===== src/rtl/drv_segment_pkg.sv =====
// Shared types and pin-polarity helper for the multiplexed 7-segment scan driver.
package drv_segment_pkg;

  typedef logic [6:0] t_sgmnt;

  typedef enum logic [1:0] {
    S_IDLE,
    S_DEAD,
    S_ON,
    S_OFF
  } t_scan_st;

  localparam int unsigned pol_w = 16;

  // Converts an active-high vector to pin level; inv=1 yields active-low.
  function automatic logic [pol_w-1:0] apply_pol(input logic [pol_w-1:0] val, input logic inv);
    return val ^ {pol_w{inv}};
  endfunction

endpackage


===== src/rtl/cnt_slot.sv =====
// Modulo-p_div slot counter with enable, synchronous clear and a wrap indication.
module cnt_slot #(
  parameter int unsigned p_div = 50000,
  localparam int unsigned cnt_w = $clog2(p_div)
) (
  input  logic             clk,
  input  logic             rst_n,
  input  logic             en,
  input  logic             clr,
  output logic [cnt_w-1:0] cnt,
  output logic             wrap_c
);

  assign wrap_c = en && (cnt == cnt_w'(p_div - 1));

  always_ff @(posedge clk or negedge rst_n) begin
    if (!rst_n) begin
      cnt <= '0;
    end else if (clr) begin
      cnt <= '0;
    end else if (en) begin
      cnt <= wrap_c ? '0 : cnt + cnt_w'(1);
    end
  end

endmodule


===== src/rtl/drv_segment_scan.sv =====
// Time-multiplexed 7-segment scanner: one digit per slot with dead time, blanking
// and 16-level on-window brightness. All outputs are registered from next-state values.
module drv_segment_scan
  import drv_segment_pkg::*;
#(
  parameter int unsigned p_width   = 4,
  parameter int unsigned p_div     = 50000,
  parameter int unsigned p_dead    = 500,
  parameter int unsigned p_seg_inv = 1,
  parameter int unsigned p_an_inv  = 1
) (
  input  logic                      i_clk,
  input  logic                      i_rst_n,
  input  logic                      i_en,
  input  t_sgmnt [p_width-1:0]      i_sgmnt,
  input  logic   [p_width-1:0]      i_dp,
  input  logic   [p_width-1:0]      i_blank,
  input  logic   [3:0]              i_bright,
  output logic   [6:0]              o_seg,
  output logic                      o_dp,
  output logic   [p_width-1:0]      o_an,
  output logic                      o_frame
);

  localparam int unsigned slot_step = (p_div - p_dead) / 16;
  localparam int unsigned cnt_w     = $clog2(p_div);
  localparam int unsigned win_w     = cnt_w + 1;
  localparam int unsigned idx_w     = (p_width > 1) ? $clog2(p_width) : 1;
  localparam logic        seg_inv   = (p_seg_inv != 0);
  localparam logic        an_inv    = (p_an_inv != 0);
  localparam logic [idx_w-1:0] last_idx = idx_w'(p_width - 1);

  t_scan_st           st, st_nx;
  logic [cnt_w-1:0]   cnt;
  logic               wrap_c;
  logic               cnt_en;
  logic [idx_w-1:0]   idx, idx_nx;
  t_sgmnt             pat, pat_nx;
  logic               dp_l, dp_nx;
  logic               blank_l, blank_nx;
  logic [3:0]         bright_l, bright_nx;
  logic               slot_start;
  logic [win_w-1:0]   win_m1;
  logic [p_width-1:0] an_on;
  t_sgmnt             seg_on;
  logic               dp_on;
  logic               frame_nx;

  assign cnt_en = i_en && (st != S_IDLE);

  cnt_slot #(
    .p_div (p_div)
  ) u_cnt (
    .clk    (i_clk),
    .rst_n  (i_rst_n),
    .en     (cnt_en),
    .clr    (!cnt_en),
    .cnt    (cnt),
    .wrap_c (wrap_c)
  );

  // Slot inputs are sampled once at cnt==0; the muxed view lets decisions at cnt==0 see them.
  assign slot_start = cnt_en && (cnt == '0);
  assign pat_nx     = slot_start ? i_sgmnt[idx]  : pat;
  assign dp_nx      = slot_start ? i_dp[idx]     : dp_l;
  assign blank_nx   = slot_start ? i_blank[idx]  : blank_l;
  assign bright_nx  = slot_start ? i_bright      : bright_l;

  assign win_m1 = win_w'(p_dead)
                + (win_w'(bright_nx) + win_w'(1)) * win_w'(slot_step)
                - win_w'(1);

  assign frame_nx = cnt_en && (cnt == cnt_w'(p_div - 2)) && (idx == last_idx);

  always_ff @(posedge i_clk or negedge i_rst_n) begin
    if (!i_rst_n) begin
      st <= S_IDLE;
    end else begin
      st <= st_nx;
    end
  end

  always_comb begin
    st_nx  = st;
    idx_nx = idx;
    an_on  = '0;
    seg_on = '0;
    dp_on  = 1'b0;
    if (!i_en) begin
      st_nx  = S_IDLE;
      idx_nx = '0;
    end else begin
      case (st)
        S_IDLE: st_nx = S_DEAD;
        S_DEAD: if (cnt == cnt_w'(p_dead - 1)) st_nx = blank_nx ? S_OFF : S_ON;
        // Full-brightness windows that reach p_div end on the wrap itself.
        S_ON: begin
          if (wrap_c) st_nx = S_DEAD;
          else if (win_w'(cnt) == win_m1) st_nx = S_OFF;
        end
        S_OFF: if (wrap_c) st_nx = S_DEAD;
        default: st_nx = S_IDLE;
      endcase
      if (wrap_c) idx_nx = (idx == last_idx) ? '0 : idx + idx_w'(1);
    end
    if (st_nx == S_ON) an_on[idx_nx] = 1'b1;
    if (st_nx != S_IDLE) begin
      seg_on = pat_nx;
      dp_on  = dp_nx;
    end
  end

  always_ff @(posedge i_clk or negedge i_rst_n) begin
    if (!i_rst_n) begin
      idx      <= '0;
      pat      <= '0;
      dp_l     <= 1'b0;
      blank_l  <= 1'b0;
      bright_l <= '0;
      o_seg    <= 7'(apply_pol('0, seg_inv));
      o_dp     <= 1'(apply_pol('0, seg_inv));
      o_an     <= p_width'(apply_pol('0, an_inv));
      o_frame  <= 1'b0;
    end else begin
      idx      <= idx_nx;
      pat      <= pat_nx;
      dp_l     <= dp_nx;
      blank_l  <= blank_nx;
      bright_l <= bright_nx;
      o_seg    <= 7'(apply_pol(pol_w'(seg_on), seg_inv));
      o_dp     <= 1'(apply_pol(pol_w'(dp_on), seg_inv));
      o_an     <= p_width'(apply_pol(pol_w'(an_on), an_inv));
      o_frame  <= frame_nx;
    end
  end

endmodule


===== config.mk =====
export PLATFORM = sky130hd
export DESIGN_NAME = drv_segment_scan
export DESIGN_NICKNAME = d
export VERILOG_FILES = /design/src/rtl/drv_segment_pkg.sv /design/src/rtl/cnt_slot.sv /design/src/rtl/drv_segment_scan.sv
export SDC_FILE = /design/constraint.sdc
export NUM_CORES = 1
export LEC_CHECK = 0
export BUFFER_PORTS_ARGS = -buffer_cell sky130_fd_sc_hd__buf_4
export CAP_MARGIN = 20
export CORE_AREA = 2 2 85 87
export CTS_CLUSTER_SIZE = 8
export DETAILED_ROUTE_END_ITERATION = 7
export DIE_AREA = 0 0 87 89
export PLACE_DENSITY = 0.76
export SETUP_SLACK_MARGIN = 0.05
export SLEW_MARGIN = 5
export SYNTH_ARGS = -nofsm -noshare
export SYNTH_HDL_FRONTEND = slang
export SYNTH_SLANG_ARGS = --single-unit

===== constraint.sdc =====
create_clock -name i_clk -period 6.6 [get_ports i_clk]
set_input_delay 0.33 -clock i_clk [delete_from_list [all_inputs] [get_ports i_clk]]
set_output_delay 0.33 -clock i_clk [all_outputs]
set_load 0.01 [all_outputs]

==> impl_results.md, run 1 <==
* Status: finished clean
* Dpl ws at 205 ps
* VDD IR max at 0.121 mV
* Share of cells above drive strength 1 at 24.2%
* CP Data Arrival Time at 6440 ps
* Psw at 0.000482 W
* Number of max-cap violations at 0
* Number of flops mapped to enable cells by yosys at 0
* Syn Area/Cell at 9.34 sq um
* Final Non-Filler Cells at 510
* Root Driver: clkbuf_8
* Hold Crit Class: in2async
* DR WL/cell at 16.5 microns
* Vias/cell at 5.67
* Cells after Synth at 369
* Synth area leader: dfrtp_1
* Port Buf Inserts at 55
* Pwr/cell area at 294 nW/um^2
* H-tree levels at 2
* Final setup vio count at 0
* Int Power at 0.000728 W
* Vias post-DR at 2,892
* Core Rows at 30
* FFs w/ async S/R, synth at 100%
* Nets at 509
* GP Congestion at 0.927
* Worst-path fanout max at 14
* Vert. Die Dim at 89 microns
* Post-Route Skew at 7.42 ps
* Final wirelength at 8430 microns
* Die area at 7740 sq um
* Largest net degree at the start of global routing at 47
* P&R area growth vs syn at 19.4%
* DRC viols at 0
* Core Footprint at 6720 sq um
* Sw Share at 39.8%
* Seq/Total Area, Yosys at 33.8%
* Part of the power in the clock network at 18.5%
* Top post-synthesis cells by area: dfrtp_1 (25%), ha_1 (12%), dfstp_2 (9.1%)
* Synth top area share at 24.7%
* Syn. warnings at 0
* Placed Area at 3970 sq um
* Syn Nets at 449
* CP Class: reg2reg
* Die Span X at 87 microns
* Drt first-iter violations at 124
* Total CTS buffers at 5
* Post-route cell area at 4120 sq um
* I/O pin total at 56
* Top FF cell, synth: dfrtp_1
* Slew Limit Headroom at 50.8%
* Worst Slack Setup Final at 401 ps
* Final hold vios at 0
* GRT overflow at 0
* Mapped cell area at 3450 sq um
* Max Clock Freq at 0.161 GHz
* CTS tree: built
* Starting Density at 51.3%
* Nature of the critical path endpoint: flip-flop
* Final period utilization at 93.9%
* Least-Margin Pin Slew at 732 ps
* Slew Viols, Final at 0
* Initial antenna violation count at 0
* Vias in the first global route at 2,878
* Total track usage at 22.7%
* Sequential Power Share at 26.2%
* Clock buffer depth at 2
* First-pass GRT wire length at 13,800 microns
* Static Leak at 1.95 nW
* Clock Latency Late Sink at 310 ps
* Hold_ws at 1.64 ps
* Diodes inserted at 0
* Hold_buf cts at 0
* RSZ-0062 raised after global routing: no
* HPWL Detailed at 6660 microns
* Unique masters post-synth at 53
* Worst-path clk slew at 90 ps
* Tmin final at 6200 ps
* Startpoint types: flip-flop
* Placed cells at 499
* Detailed Routing Iterations Pass 1 at 4
* Fin Setup TNS at 0 ps
* Most frequent cells in the layout: nand2_1 (65), buf_4 (65), dfrtp_1 (34), ha_1 (32), nor2_1 (29)
* Clk sinks at 46
* Antenna viol nets, final at 0
* Worst path required time at 6840 ps
* Comb pwr share at 55.4%
* Seq cells post-synth at 46
## layout make-up
type,count,area [sq um]
fill,573,2600
clock buffer,5,68.8
inverter,21,78.8
multi-input combinational,290,2170
sequential,46,1170
clock inverter,3,48.8
tap,80,100
timing repair buffer,65,488
## metal layers
layer  global-route usage (%)  wire length, microns
met5                        0                     0
met4                     7.24                   149
met1                     31.4                  3750
met3                     3.42                   392
met2                     37.0                  4130
## metrics by stage
stage               utilization, %  total power, W
CTS                           60.8         0.00121
floorplan                        -        0.000819
global route                  61.3         0.00133
global placement              59.0        0.000969
detailed placement            59.0        0.000986
finish                        61.3         0.00121
## cell families (layout without fill, tap and decap cells)
logic type               count (synthesis)  count (layout)  share of synthesized area (%)
adder cells (fa/ha/maj)                 37              37                           14.5
AO/OA/AOI/OAI                           47              47                           9.87
buffers and inverters                   33              94                           3.63
flip-flops                              46              46                           33.8
XOR/XNOR                                34              34                           8.64
AND/OR/NAND/NOR                        158             158                           22.2
multiplexers                            14              14                           7.33
## Yosys cell counts, types with 2 or more instances
cell type	instances
a21o_1	4
a21oi_1	9
a311oi_1	2
a31o_2	2
a31oi_1	3
and2_1	4
and3_1	4
buf_1	3
clkbuf_1	8
dfrtp_1	34
dfstp_2	12
fa_1	5
ha_1	32
inv_1	21
mux2i_1	5
mux4_2	9
nand2_1	65
nand2b_1	4
nand3_1	11
nand4_1	13
nor2_1	29
nor2b_1	3
nor3_1	6
nor4_1	3
o21a_1	4
o21ai_0	7
o22ai_1	3
o32ai_1	3
or3_1	3
or4_1	3
xnor2_1	18
xor2_1	16
## power groups by stage
stage	Sequential [W]	Clock (W)	Combinational [W]
floorplan	0.000321	0	0.000498
global placement	0.000320	0	0.000649
CTS	0.000316	0.000229	0.000668
global route	0.000319	0.000242	0.000768
finish	0.000317	0.000224	0.000670
detailed placement	0.000322	0	0.000664
## sequential cells by signal, indices dropped and copies added, names as in the netlist
register,cells
o_an,4
o_seg,7
o_frame,1
bright_l,4
idx,2
u_cnt.cnt,16
o_dp,1
st,2
dp_l,1
blank_l,1
pat,7
## final timing paths
check,from,end,slack (ps),cells after the start
max in group asynchronous,i_rst_n,u_cnt.cnt[15],6200,1
min in group i_clk,i_en,o_seg[0],280,2
setup / recovery,u_cnt.cnt[10],o_an[0],400,22
hold reg to reg,pat[2],pat[2],470,2
setup reg to reg,u_cnt.cnt[10],o_an[0],400,22
hold / removal,i_rst_n,bright_l[3],2,1
## worst max-delay path: stages, from the launching register on
cell and delay (ps):
dfrtp_1 440, or4_1 590, nor3_2 250, nand2_1 130
buf_4 210, nand2_1 80, nand2_1 110, ha_1 260
nand2_1 230, inv_1 140, fa_1 520, fa_1 430
ha_1 390, a21oi_1 190, o21ai_0 150, xnor2_1 150
or3_1 360, or4_1 470, or4_4 450, a2111oi_4 190
buf_4 190, nor2_1 60, nor2_1 120
## repair_timing
action                                  4_1_cts  5_1_grt
gates resized for setup                       0        2
endpoints found under the setup margin        0        5
hold endpoints to repair                      0        0
buffers inserted                              0        3
No activity file was read; power rests on OpenSTA's default activity.
==> run 2: changes to the inputs <==
Settings changed: PLACE_DENSITY 0.76 to 0.79.
==> impl_results.md, run 2 (synthesis gave the netlist of run 1 again) <==
* RSZ-0062 raised after global routing: no
* Final hold vios at 0
* Drt first-iter violations at 156
* Clk sinks at 46
* FILL cells at 561
* Biggest register: u_cnt.cnt
* Final period utilization at 93.6%
* Vias post-DR at 2,898
* Worst R2R Path Depth at 21
* CP Class: reg2reg
* Fin Setup TNS at 0 ps
* Worst R2R Start: u_cnt.cnt[10]
* Vias/cell at 5.68
* Post-route cell area at 4100 sq um
* Starting Density at 51.3%
* Port Buf Inserts at 55
* Tmin final at 6180 ps
* Antenna viol nets, final at 0
* GP Congestion at 0.885
* Detailed Routing Iterations Pass 1 at 4
* Max FFs per register at 16
* Core Footprint at 6720 sq um
* Worst path required time at 6840 ps
* VDD IR max at 0.143 mV
* P&R area growth vs syn at 19.0%
* Dpl ws at 204 ps
* R2r endpoint: st[0]
* Commonest non-fill, non-tap cell in the layout: buf_4
* CP Launch Point: u_cnt.cnt[10]
* Hold Crit Class: in2async
* Max Clock Freq at 0.162 GHz
* Most frequent cells in the layout: buf_4 (65), nand2_1 (63), dfrtp_1 (34), ha_1 (32), nor2_1 (29)
* DRC viols at 0
* CP endpoint: st[0]
* Die Span X at 87 microns
* Vias in the first global route at 2,922
* CTS tree: built
* Pwr/cell area at 283 nW/um^2
* Placed Area at 3970 sq um
* Post-Route Skew at 7.60 ps
* Number of max-cap violations at 0
* GRT overflow at 0
* H-tree levels at 2
* Clock Latency Late Sink at 300 ps
* Core Rows at 30
* Register area at 1170 sq um
* Worst-path fanout max at 7
* Initial antenna violation count at 0
* Root Driver: clkbuf_8
* DR WL/cell at 15.7 microns
* Final core utilization at 61.0%
* Worst Slack Setup Final at 423 ps
* HPWL Detailed at 6410 microns
* Least-Margin Pin Slew at 729 ps
* Final wirelength at 8030 microns
* Vert. Die Dim at 89 microns
* Largest net degree at the start of global routing at 47
* Multi-input gate area at 2180 sq um
* Final setup vio count at 0
* R2R Setup Slk at 420 ps
* Worst-path clk slew at 90 ps
* Nature of the critical path endpoint: flip-flop
* Nets at 509
* Top Registers: u_cnt.cnt x16, o_seg x7, pat x7
* Total track usage at 22.0%
* Slew Viols, Final at 0
* I/O pin total at 56
* First-pass GRT wire length at 13,300 microns
* Share of cells above drive strength 1 at 24.7%
* Slew Limit Headroom at 50.9%
* Diodes inserted at 0
* Static Leak at 1.94 nW
* CP Data Arrival Time at 6420 ps
* Clock buffer depth at 2
* Status: finished clean
* Startpoint types: flip-flop
* Total CTS buffers at 5
* Die area at 7740 sq um
run 2: cell types whose count changed in the layout (fill, tap and decap cells not counted):
cell / change
clkbuf_8: +1
mux2i_2: +1
nand2_1: -2
nor3b_1: +1
clkbuf_1: +1
inv_8: -1
nor3b_2: -1
mux2i_1: -1
bufinv_16: -1
clkinvlp_4: -1
clkinv_2: +1
nand2_2: +2
o32ai_2: +1
o32ai_1: -1
run 2: worst min-delay path by stage:
stage               startpoint      end  slack (ps)  depth (start not counted)
floorplan              i_rst_n  blank_l          30                          0
global placement       i_rst_n     dp_l         360                          1
detailed placement     i_rst_n   pat[1]         370                          1
CTS                    i_rst_n     dp_l          40                          1
global route           i_rst_n   pat[1]          60                          1
finish                 i_rst_n   pat[1]          10                          1
run 2: power breakdown:
part	internal (W)	switching, W	total [W]
Sequential	0.000306	0.0000103	0.000316
Combinational	0.000306	0.000360	0.000666
Clock	0.0000846	0.0000932	0.000178
Total	0.000696	0.000463	0.00116
run 2: per-stage QoR:
stage          hold slack, ps  power [W]  std cells
2_1_floorplan            34.4   0.000819        369
5_1_grt                  58.2    0.00126        510
3_3_place_gp              358   0.000959        499
4_1_cts                  42.5    0.00116        507
6_report                 10.9    0.00116        510
3_5_place_dp              369   0.000978        499
run 2: timing repair:
action | CTS | global route
gates resized for setup | 0 | 5
setup endpoints to repair | 0 | 5
buffers inserted | 0 | 3
hold buffers | 0 | 0
run 2: cell type report:
class / count / area share [%]
inverter: 21 / 1.92
sequential: 46 / 28.4
clock buffer: 7 / 2.10
multi-input combinational: 290 / 53.1
clock inverter: 1 / 0.122
tap: 80 / 2.44
timing repair buffer: 65 / 11.9
run 2: worst max-delay path, stage by stage, from the launching register on:
cell,delay [ps]
dfrtp_1,450
or4_1,570
or3_4,410
nor2_4,200
mux2i_2,280
inv_1,120
nand3_1,130
xnor2_1,150
inv_1,120
fa_1,550
fa_1,430
ha_1,380
a21oi_1,170
o21ai_0,160
xnor2_1,160
or3_1,360
or4_1,490
or4_4,450
a2111oi_4,190
buf_4,190
nand4_1,90
nand2_1,70
run 2: routing by layer:
metal	track usage [%]	vias to the layer above	wire length, microns
met2	35.9	85	3970
li1	-	1408	-
met3	3.88	22	373
met1	29.1	1383	3450
met4	9.23	0	231
met5	0	-	0
==> run 3: changes to the inputs <==
--- a/config.mk
+++ b/config.mk
@@ -13,6 +13,7 @@
 export DIE_AREA = 0 0 87 89
 export PLACE_DENSITY = 0.79
+export RECOVER_POWER = 100
 export SETUP_SLACK_MARGIN = 0.05
-export SLEW_MARGIN = 5
+export SLEW_MARGIN = 20
 export SYNTH_ARGS = -nofsm -noshare
 export SYNTH_HDL_FRONTEND = slang
==> constraint.sdc (replaced) <==
create_clock -name i_clk -period 6.6 [get_ports i_clk]
set_input_delay 0.99 -clock i_clk [delete_from_list [all_inputs] [get_ports i_clk]]
set_output_delay 0.99 -clock i_clk [all_outputs]
set_load 0.01 [all_outputs]
==> impl_results.md, run 3 (synthesis gave the netlist of run 1 again) <==
* CP Class: reg2reg
* Total track usage at 21.9%
* Drt first-iter violations at 159
* Die Span X at 87 microns
* Vias post-DR at 2,922
* Worst-path clk slew at 90 ps
* Number of max-cap violations at 1
* Dpl ws at 110 ps
* Biggest register: u_cnt.cnt
* VDD IR max at 0.149 mV
* Least-Margin Pin Slew at 2360 ps
* Detailed Routing Iterations Pass 1 at 5
* P&R area growth vs syn at 17.0%
* HPWL Detailed at 6550 microns
* Clock buffer depth at 2
* Die area at 7740 sq um
* Fin Setup TNS at 0 ps
* Hold path cells at 2
* Final period utilization at 94.3%
* Final setup vio count at 0
* CP Data Arrival Time at 6470 ps
* Commonest non-fill, non-tap cell in the layout: nand2_1
* Slew Limit Headroom at -57.2%
* DRC viols at 0
* Most frequent cells in the layout: nand2_1 (65), buf_4 (48), dfrtp_1 (34), ha_1 (32), nor2_1 (29)
* Nets at 507
* CTS tree: built
* GRT overflow at 0
* Multi-input gate area at 2160 sq um
* Vias/cell at 5.75
* Share of cells above drive strength 1 at 19.9%
* Failing checks: capacitance limit, slew limit
* Register area at 1170 sq um
* Static Leak at 1.89 nW
* Worst path required time at 6850 ps
* Core Footprint at 6720 sq um
* Final wirelength at 8400 microns
* Tmin final at 6220 ps
* Post-Route Skew at 5.01 ps
* Nature of the critical path endpoint: flip-flop
* Clock Latency Late Sink at 310 ps
* Antenna viol nets, final at 0
* RSZ-0062 raised after global routing: no
* Max FFs per register at 16
* Hold Crit Class: reg2reg
* Largest net degree at the start of global routing at 47
* DR WL/cell at 16.5 microns
* Total CTS buffers at 5
* Vert. Die Dim at 89 microns
* GP Congestion at 0.907
* Initial antenna violation count at 0
* FILL cells at 569
* Startpoint types: flip-flop
* Clk sinks at 46
* Port Buf Inserts at 55
* Worst R2R Path Depth at 21
* Core Rows at 30
* Final hold vios at 0
* First-pass GRT wire length at 13,200 microns
* Status: finished with violations
* Top Registers: u_cnt.cnt x16, o_seg x7, pat x7
* Starting Density at 51.3%
* I/O pin total at 56
* Vias in the first global route at 2,852
* Worst-path fanout max at 7
* Root Driver: clkbuf_8
* Max Clock Freq at 0.161 GHz
* Pwr/cell area at 299 nW/um^2
* H-tree levels at 2
* Slew Viols, Final at 47
* Worst Slack Setup Final at 378 ps
* Diodes inserted at 0
[run 3: cell types whose count changed in the layout (fill, tap and decap cells not counted), sizes merged]
| cell | previous run | this run |
|---|---|---|
| inv | 21 | 22 |
| bufinv | 0 | 1 |
| clkbuf | 7 | 20 |
| buf | 65 | 48 |
[run 3: where the power goes]
group	internal (W)	switching (W)	total, W
logic	0.000304	0.000372	0.000675
registers	0.000306	0.0000110	0.000317
clock network	0.000114	0.000101	0.000215
[run 3: through the flow]
stage / total power, W / hold slack, ps / cells / util, % / cell area, sq um
finish: 0.00121 / 474 / 508 / 60.0 / 4030
global route: 0.00131 / 498 / 508 / 60.0 / 4030
CTS: 0.00121 / 477 / 507 / 60.7 / 4080
detailed placement: 0.000998 / 456 / 499 / 59.0 / 3970
global placement: 0.000965 / 442 / 499 / 59.0 / 3970
floorplan: 0.000819 / 427 / 369 / - / 3450
[run 3: per-layer routing]
layer	vias up	routed length (microns)	GRT usage, %
met5	-	0	0
met4	0	258	8.52
met3	26	477	3.60
met2	108	4110	35.5
met1	1381	3560	29.5
li1	1407	-	-
[run 3: cell type report]
type	count	area share (%)
clock inverters	3	1.09
well taps	80	2.48
clock buffers	5	1.71
multi-input cells	290	53.5
repair buffers	63	10.3
flip-flops and latches	46	28.9
inverters	21	1.95
[run 3: timing repair]
action	4_1_cts	5_1_grt
resized for setup	0	2
buffers inserted	0	1
endpoints found under the setup margin	0	5
hold buffers	0	0
[run 3: final timing paths]
path	slack, ps	startpoint	to
max	380	u_cnt.cnt[10]	st[0]
min	470	pat[2]	pat[2]
max reg2reg	380	u_cnt.cnt[10]	st[0]
min reg2reg	470	pat[2]	pat[2]
max in group asynchronous	3870	i_rst_n	u_cnt.cnt[3]
min in group asynchronous	1380	i_rst_n	dp_l
[run 3: worst max-delay path: stages, from the launching register on]
cell	delay, ps
dfrtp_1	480
or4_1	570
or3_1	430
nor2_4	220
mux2i_1	290
inv_1	120
nand3_1	120
xnor2_1	140
inv_1	120
fa_1	550
fa_1	440
ha_1	390
nand4b_1	120
a21oi_1	240
nor2_1	130
a211oi_1	600
o21ai_0	250
a22o_1	280
a2111oi_4	280
buf_4	200
nand4_1	100
nand2_1	80
